File: config.mk
export PLATFORM = sky130hd
export DESIGN_NAME = mem_arbiter
export DESIGN_NICKNAME = d
export VERILOG_FILES = /design/src/rtl/mem_arbiter.sv
export SDC_FILE = /design/constraint.sdc
export NUM_CORES = 1
export LEC_CHECK = 0
export BUFFER_PORTS_ARGS = -buffer_cell sky130_fd_sc_hd__buf_2
export CAP_MARGIN = 40
export CORE_ASPECT_RATIO = 1.25
export CORE_MARGIN = 2
export CORE_UTILIZATION = 45
export DETAILED_ROUTE_END_ITERATION = 16
export PLACE_DENSITY = 0.79
export SYNTH_ARGS = -nofsm -noshare
export SYNTH_HDL_FRONTEND = slang
export SYNTH_SLANG_ARGS = --single-unit
File: constraint.sdc
create_clock -name clk -period 2.81 [get_ports clk]
set_clock_uncertainty 0.15 [all_clocks]
set_input_delay 0.1405 -clock clk [delete_from_list [all_inputs] [get_ports clk]]
set_output_delay 0.1405 -clock clk [all_outputs]
set_load 0.02 [all_outputs]
File: src/rtl/mem_arbiter.sv
// Two-port (instruction read / data read-write) arbiter and sequencer for a shared synchronous memory.
// Optional round-robin tie-break when MEM_ARB_RR_EN is defined; fixed D-over-I priority otherwise.
module mem_arbiter #(
    parameter int DATA_W = 19,
    parameter int ADDR_W = 19,
    parameter int DEPTH  = 512
) (
    input  logic              clk,
    input  logic              rst,
    input  logic              iReq,
    input  logic [ADDR_W-1:0] iAddr,
    output logic              iGnt,
    output logic              iRvalid,
    output logic [DATA_W-1:0] iRdata,
    output logic              iErr,
    input  logic              dReq,
    input  logic              dWe,
    input  logic [ADDR_W-1:0] dAddr,
    input  logic [DATA_W-1:0] dWdata,
    output logic              dGnt,
    output logic              dRvalid,
    output logic [DATA_W-1:0] dRdata,
    output logic              dErr,
    output logic [ADDR_W-1:0] memAddress,
    output logic [DATA_W-1:0] memDataIn,
    output logic              memWrite,
    output logic              memRead,
    input  logic [DATA_W-1:0] memDataOut,
    output logic [1:0]        dbgState
);

    // Handshake: a requester holds *Req/address/data until it sees *Gnt; *Rvalid
    // pulses for exactly one cycle with *Rdata/*Err valid in that same cycle.

    typedef enum logic [1:0] {
        IDLE   = 2'd0,
        ACCESS = 2'd1,
        RESP   = 2'd2
    } state_t;

    localparam logic [ADDR_W:0] DEPTH_X = (ADDR_W + 1)'(DEPTH);

    state_t            state;
    logic              ownerD;
    logic              we;
    logic              rangeErr;
    logic              pickD;
    logic              selWe;
    logic              selOor;
    logic [ADDR_W-1:0] selAddr;
    logic [DATA_W-1:0] selData;

`ifdef MEM_ARB_RR_EN
    logic lastD;
`endif

    always_comb begin
`ifdef MEM_ARB_RR_EN
        // On a tie the port that did not win last time goes first.
        pickD = dReq & (~iReq | ~lastD);
`else
        pickD = dReq;
`endif
        selAddr = pickD ? dAddr : iAddr;
        selWe   = pickD & dWe;
        selData = pickD ? dWdata : '0;
        selOor  = {1'b0, selAddr} >= DEPTH_X;
    end

    assign dbgState = state;

    always_ff @(posedge clk or posedge rst) begin
        if (rst) begin
            state      <= IDLE;
            ownerD     <= 1'b0;
            we         <= 1'b0;
            rangeErr   <= 1'b0;
            iGnt       <= 1'b0;
            dGnt       <= 1'b0;
            iRvalid    <= 1'b0;
            dRvalid    <= 1'b0;
            iErr       <= 1'b0;
            dErr       <= 1'b0;
            iRdata     <= '0;
            dRdata     <= '0;
            memAddress <= '0;
            memDataIn  <= '0;
            memWrite   <= 1'b0;
            memRead    <= 1'b0;
`ifdef MEM_ARB_RR_EN
            lastD      <= 1'b0;
`endif
        end else begin
            iGnt       <= 1'b0;
            dGnt       <= 1'b0;
            iRvalid    <= 1'b0;
            dRvalid    <= 1'b0;
            iErr       <= 1'b0;
            dErr       <= 1'b0;
            memAddress <= '0;
            memDataIn  <= '0;
            memWrite   <= 1'b0;
            memRead    <= 1'b0;

            case (state)
                IDLE, RESP: begin
                    // Closing edge of RESP: memory read data is on memDataOut now.
                    if (state == RESP) begin
                        if (ownerD) begin
                            dRvalid <= 1'b1;
                            dErr    <= rangeErr;
                            if (!we) dRdata <= rangeErr ? '0 : memDataOut;
                        end else begin
                            iRvalid <= 1'b1;
                            iErr    <= rangeErr;
                            if (!we) iRdata <= rangeErr ? '0 : memDataOut;
                        end
                    end

                    if (iReq | dReq) begin
                        ownerD     <= pickD;
                        we         <= selWe;
                        rangeErr   <= selOor;
                        dGnt       <= pickD;
                        iGnt       <= ~pickD;
                        memAddress <= selAddr;
                        memDataIn  <= selData;
                        memRead    <= ~selWe & ~selOor;
                        memWrite   <= selWe & ~selOor;
`ifdef MEM_ARB_RR_EN
                        lastD      <= pickD;
`endif
                        state      <= ACCESS;
                    end else begin
                        state <= IDLE;
                    end
                end
                ACCESS:  state <= RESP;
                default: state <= IDLE;
            endcase
        end
    end

endmodule

==> impl_table.tex <==
\begin{tabular}{lr}
\hline
Metric & Value \\
\hline
\multicolumn{2}{l}{\textbf{Global routing}} \\
\quad Wire length of the first global-routing pass & 14.3 mm \\
\quad GR Util All Layers & 23.3\% \\
\quad Overflow left after global routing & 0 \\
\quad Antenna violations before repair & 0 \\
\quad Number of global-route vias before repair & 3158 \\
\quad Maximum number of pins on one net before global-route repair & 52 \\
\multicolumn{2}{l}{\textbf{Timing}} \\
\quad Setup repair after global routing missed its margin & false \\
\quad Count of endpoints failing setup in the final report & 0 \\
\quad Final count of hold timing violations & 0 \\
\quad Final worst path period share & 78.3\% \\
\quad Top achievable clock speed & 0.455 GHz \\
\quad Actual transition at the worst max-transition pin & 0.917 ns \\
\quad Final Max Tran Viols & 0 \\
\quad Shortest period the worst path allows & 2.20 ns \\
\quad Slew headroom & 38.7\% \\
\quad Final setup TNS & 0 ns \\
\quad Post-Route Hold Slack & around 0.024 ns \\
\multicolumn{2}{l}{\textbf{Pwr}} \\
\quad Internal cell power & 2.46 mW \\
\quad Net Switching & 1.40 mW \\
\quad Highest ir drop seen on vdd & between 0.0004 and 0.0005 V \\
\quad Sequential group share of total power & between 40\% and 50\% \\
\quad LEAKAGE & 2.74 nW \\
\quad PD cells & 742 nW/um\^{}2 \\
\quad Switching Share & 36.3\% \\
\quad Clk network pwr share & 21.1\% \\
\quad Proportion of power drawn by combinational gates & 33.2\% \\
\multicolumn{2}{l}{\textbf{Die}} \\
\quad Cell Rows & 35 \\
\quad Floorplan die height & about 100 um \\
\quad Num ports & 167 \\
\quad Die outline area & 8080 sq um \\
\quad Die Wd & between 80 and 90 um \\
\quad Area of the placeable core & between 7000 and 8000 sq um \\
\quad Starting density of the core & about 46\% \\
\multicolumn{2}{l}{\textbf{Setup path}} \\
\quad Count of buffer and inverter cells on the critical path & 3 \\
\quad Class of the most critical setup path & in -> reg \\
\quad Slowest cell on the critical path & sky130\_fd\_sc\_hd\_\_dlygate4sd3\_1 \\
\quad Category of cells accounting for the largest share of critical-path delay & buffers and inverters \\
\quad CP peak stage delay & 0.62 ns \\
\quad Number of cell instances on the worst register-to-register path & 5 \\
\quad Crit-path max FO & 9 \\
\quad Critical path endpoint & memAddress[7]\$\_DFF\_PP0\_ \\
\quad Cell repeated most along the worst path & sky130\_fd\_sc\_hd\_\_dlygate4sd3\_1 \\
\quad Arr. time, crit path & 2.30 ns \\
\quad Reg-to-reg critical path endpoint & iRdata[8]\$\_DFFE\_PP0P\_ \\
\quad Sequence of cells on the critical path & dlygate4sd3\_1, buf\_2, nor2b\_1, a22oi\_1, dlygate4sd3\_1, nor2\_1 \\
\quad Required time of the critical path & between 2 and 3 ns \\
\quad Reg2reg start & dbgState[0]\$\_DFF\_PP0\_ \\
\quad Type of element capturing the critical path & flop \\
\quad Register-to-Register Setup Slack & 1.00 ns \\
\quad Worst path depth & 6 \\
\quad Crit. Startpoint & iReq \\
\quad Kind of start point of the critical path & input pin \\
\multicolumn{2}{l}{\textbf{Flow run}} \\
\quad Max Cap Viol & 0 \\
\multicolumn{2}{l}{\textbf{Synth}} \\
\quad Synth area leaders & sky130\_fd\_sc\_hd\_\_dfrtp\_1, sky130\_fd\_sc\_hd\_\_nand2\_1, sky130\_fd\_sc\_hd\_\_and2\_1 \\
\quad Ranking of synthesized cells by instance count & sky130\_fd\_sc\_hd\_\_dfrtp\_1, sky130\_fd\_sc\_hd\_\_nand2\_1, sky130\_fd\_sc\_hd\_\_and2\_1 \\
\quad Flip-flop and latch count after synthesis & between 80 and 90 \\
\quad Syn Inst Count & roughly 290 \\
\quad Count of unique library cells instantiated by Yosys & 29 \\
\quad Share of synthesized registers carrying an async set or reset & 100\% \\
\quad Post-synthesis average cell area & 11.5 sq um \\
\quad Synthesis warning total & 0 \\
\quad Proportion of netlist area held by the largest area contributor & 67.1\% \\
\quad Synth Cell Area & 3320 sq um \\
\quad Most frequently used cell type in the post-synthesis netlist & sky130\_fd\_sc\_hd\_\_dfrtp\_1 \\
\quad Post-synth net total & 370 \\
\quad Number of enable-type register cells in the synthesized netlist & 0 \\
\quad Largest area contributor in the synthesized netlist & sky130\_fd\_sc\_hd\_\_dfrtp\_1 \\
\quad Share of the yosys chip area belonging to registers & approximately two thirds \\
\quad Most used flip-flop cell after synthesis & sky130\_fd\_sc\_hd\_\_dfrtp\_1 \\
\multicolumn{2}{l}{\textbf{Clocking}} \\
\quad Total clock buffers created by CTS & 9 \\
\quad Buffer type at the clock tree root & sky130\_fd\_sc\_hd\_\_clkbuf\_8 \\
\quad \# clock sinks & 89 \\
\quad Post-CTS setup buffers & 0 \\
\quad Clock tree from TritonCTS & yes \\
\quad Clock H-tree levels & 3 \\
\quad Insertion delay to the later sink of the worst-skew pair & 0.33 ns \\
\quad Clock Pin Slew Worst Setup and Hold Paths & $\sim$0.09 ns \\
\quad Longest Clk Path Bufs & 2 \\
\multicolumn{2}{l}{\textbf{Placed design}} \\
\quad Post-DP HPWL & approximately 5.5 mm \\
\quad IO Port Bufs & approximately 170 \\
\quad GP Congestion & slightly above 0.8 \\
\multicolumn{2}{l}{\textbf{Route}} \\
\quad Total wire length after detailed routing & 9.07 mm \\
\quad DRC Markers & 0 \\
\quad Starting DRC count in detailed routing & 124 \\
\quad Total via count in the routed design & just over 3000 \\
\quad Average wire per cell in the routed design & 14.4 um \\
\quad First-pass iteration count of the detailed router & 5 \\
\quad Via-to-Cell Ratio & 4.81 \\
\quad DRT antenna net count & 0 \\
\multicolumn{2}{l}{\textbf{Layout}} \\
\quad Fill cell count & just over 500 \\
\quad Multi-input gate area in the final layout & 995 sq um \\
\quad Area taken by flip-flops and latches & about 2200 sq um \\
\quad Antenna diode count & 0 \\
\quad Final net count & 613 \\
\quad Synth-to-layout area growth & 56.8\% \\
\quad Fraction of layout instances using a drive strength above 1 & between 30 and 40\% \\
\multicolumn{2}{l}{\textbf{Outcome}} \\
\quad Outcome & finished clean \\
\multicolumn{2}{l}{\textbf{Hold path}} \\
\quad Hold crit path type & in -> reg \\
\hline
\end{tabular}
-- state kept, by name, summed over array words and instances (netlist names), 2 cells and up --
| register | flops |
|---|---|
| iRdata | 19 |
| memDataIn | 19 |
| dbgState | 2 |
| dRdata | 19 |
| memAddress | 19 |
-- cells by family after synthesis --
logic type      Yosys count  synth area share [%]
compound gates           52                  9.01
simple gates            118                  17.9
mux                      10                  3.02
buf+inv                  20                  2.94
flops                    89                  67.1
-- power groups by stage --
stage                     clock [mW]  sequential (mW)  combinational, mW
after floorplan                    0             2.17              0.333
after global placement             0             1.78               1.15
after detailed placement           0             1.79               1.19
after CTS                      0.840             1.77               1.28
after global routing           0.899             1.81               1.41
final                          0.814             1.77               1.28
-- per-stage QoR --
step	cells	util, %	cell area, sq um	worst slack, ns	power [mW]
2_1_floorplan	289	-	3320	0.213	2.50
3_3_place_gp	534	58.1	4230	1.05	2.94
3_5_place_dp	534	58.1	4230	0.984	2.98
4_1_cts	629	71.6	5210	0.871	3.89
5_1_grt	629	71.6	5210	0.494	4.12
6_report	629	71.6	5210	0.611	3.86
-- routing by layer --
layer | vias up | wire length, um | track usage (%)
met5 | - | 0 | 0
met4 | 0 | 183 | 9.26
met3 | 20 | 476 | 5.76
met2 | 126 | 4900 | 42.1
met1 | 1437 | 3500 | 26.0
li1 | 1442 | - | -
-- tightest hold or removal path: stages --
cell                      delay, ns
sky130_fd_sc_hd__buf_2         0.09
sky130_fd_sc_hd__nor4b_1       0.05
sky130_fd_sc_hd__nand3_1       0.11
sky130_fd_sc_hd__a21oi_1       0.07
-- area by class of cell --
type | instances | area share, %
sequential | 89 | 42.8
timing repair buffer | 250 | 32.1
multi-input combinational | 180 | 19.1
clock buffer | 11 | 2.91
tap | 92 | 2.21
clock inverter | 5 | 0.721
inverter | 2 | 0.168
-- worst min-delay path by stage --
stage / start / to / slack, ns / cells past startpoint
after floorplan: dWe / memRead$_DFF_PP0_ / 0.10 / 1
after global placement: rst / dRdata[12]$_DFFE_PP0P_ / 0.09 / 2
after detailed placement: rst / dRdata[12]$_DFFE_PP0P_ / 0.10 / 2
after CTS: dAddr[16] / memWrite$_DFF_PP0_ / 0.01 / 4
after global routing: dAddr[16] / memWrite$_DFF_PP0_ / 0.01 / 4
final: dAddr[17] / memWrite$_DFF_PP0_ / 0.02 / 4
-- layout by cell type, fill, tap and decap left out, types with 3 or more instances in the layout --
cell                              n
sky130_fd_sc_hd__nor2_1          20
sky130_fd_sc_hd__buf_4            4
sky130_fd_sc_hd__nor4_1           3
sky130_fd_sc_hd__a22oi_1          9
sky130_fd_sc_hd__o21ai_1         18
sky130_fd_sc_hd__clkbuf_8        11
sky130_fd_sc_hd__nand2b_1        20
sky130_fd_sc_hd__nor2b_1          3
sky130_fd_sc_hd__buf_2          166
sky130_fd_sc_hd__nand2_1         41
sky130_fd_sc_hd__and2_1          22
sky130_fd_sc_hd__dfrtp_1         89
sky130_fd_sc_hd__mux2i_1         10
sky130_fd_sc_hd__dlygate4sd3_1   79
sky130_fd_sc_hd__o21ai_0         19
-- what timing repair did --
| action | CTS | global route |
|---|---|---|
| endpoints found under the hold margin | 118 | 0 |
| gates resized for setup | 0 | 0 |
| hold buffers | 79 | 0 |
No activity file was read; power rests on OpenSTA's default activity.
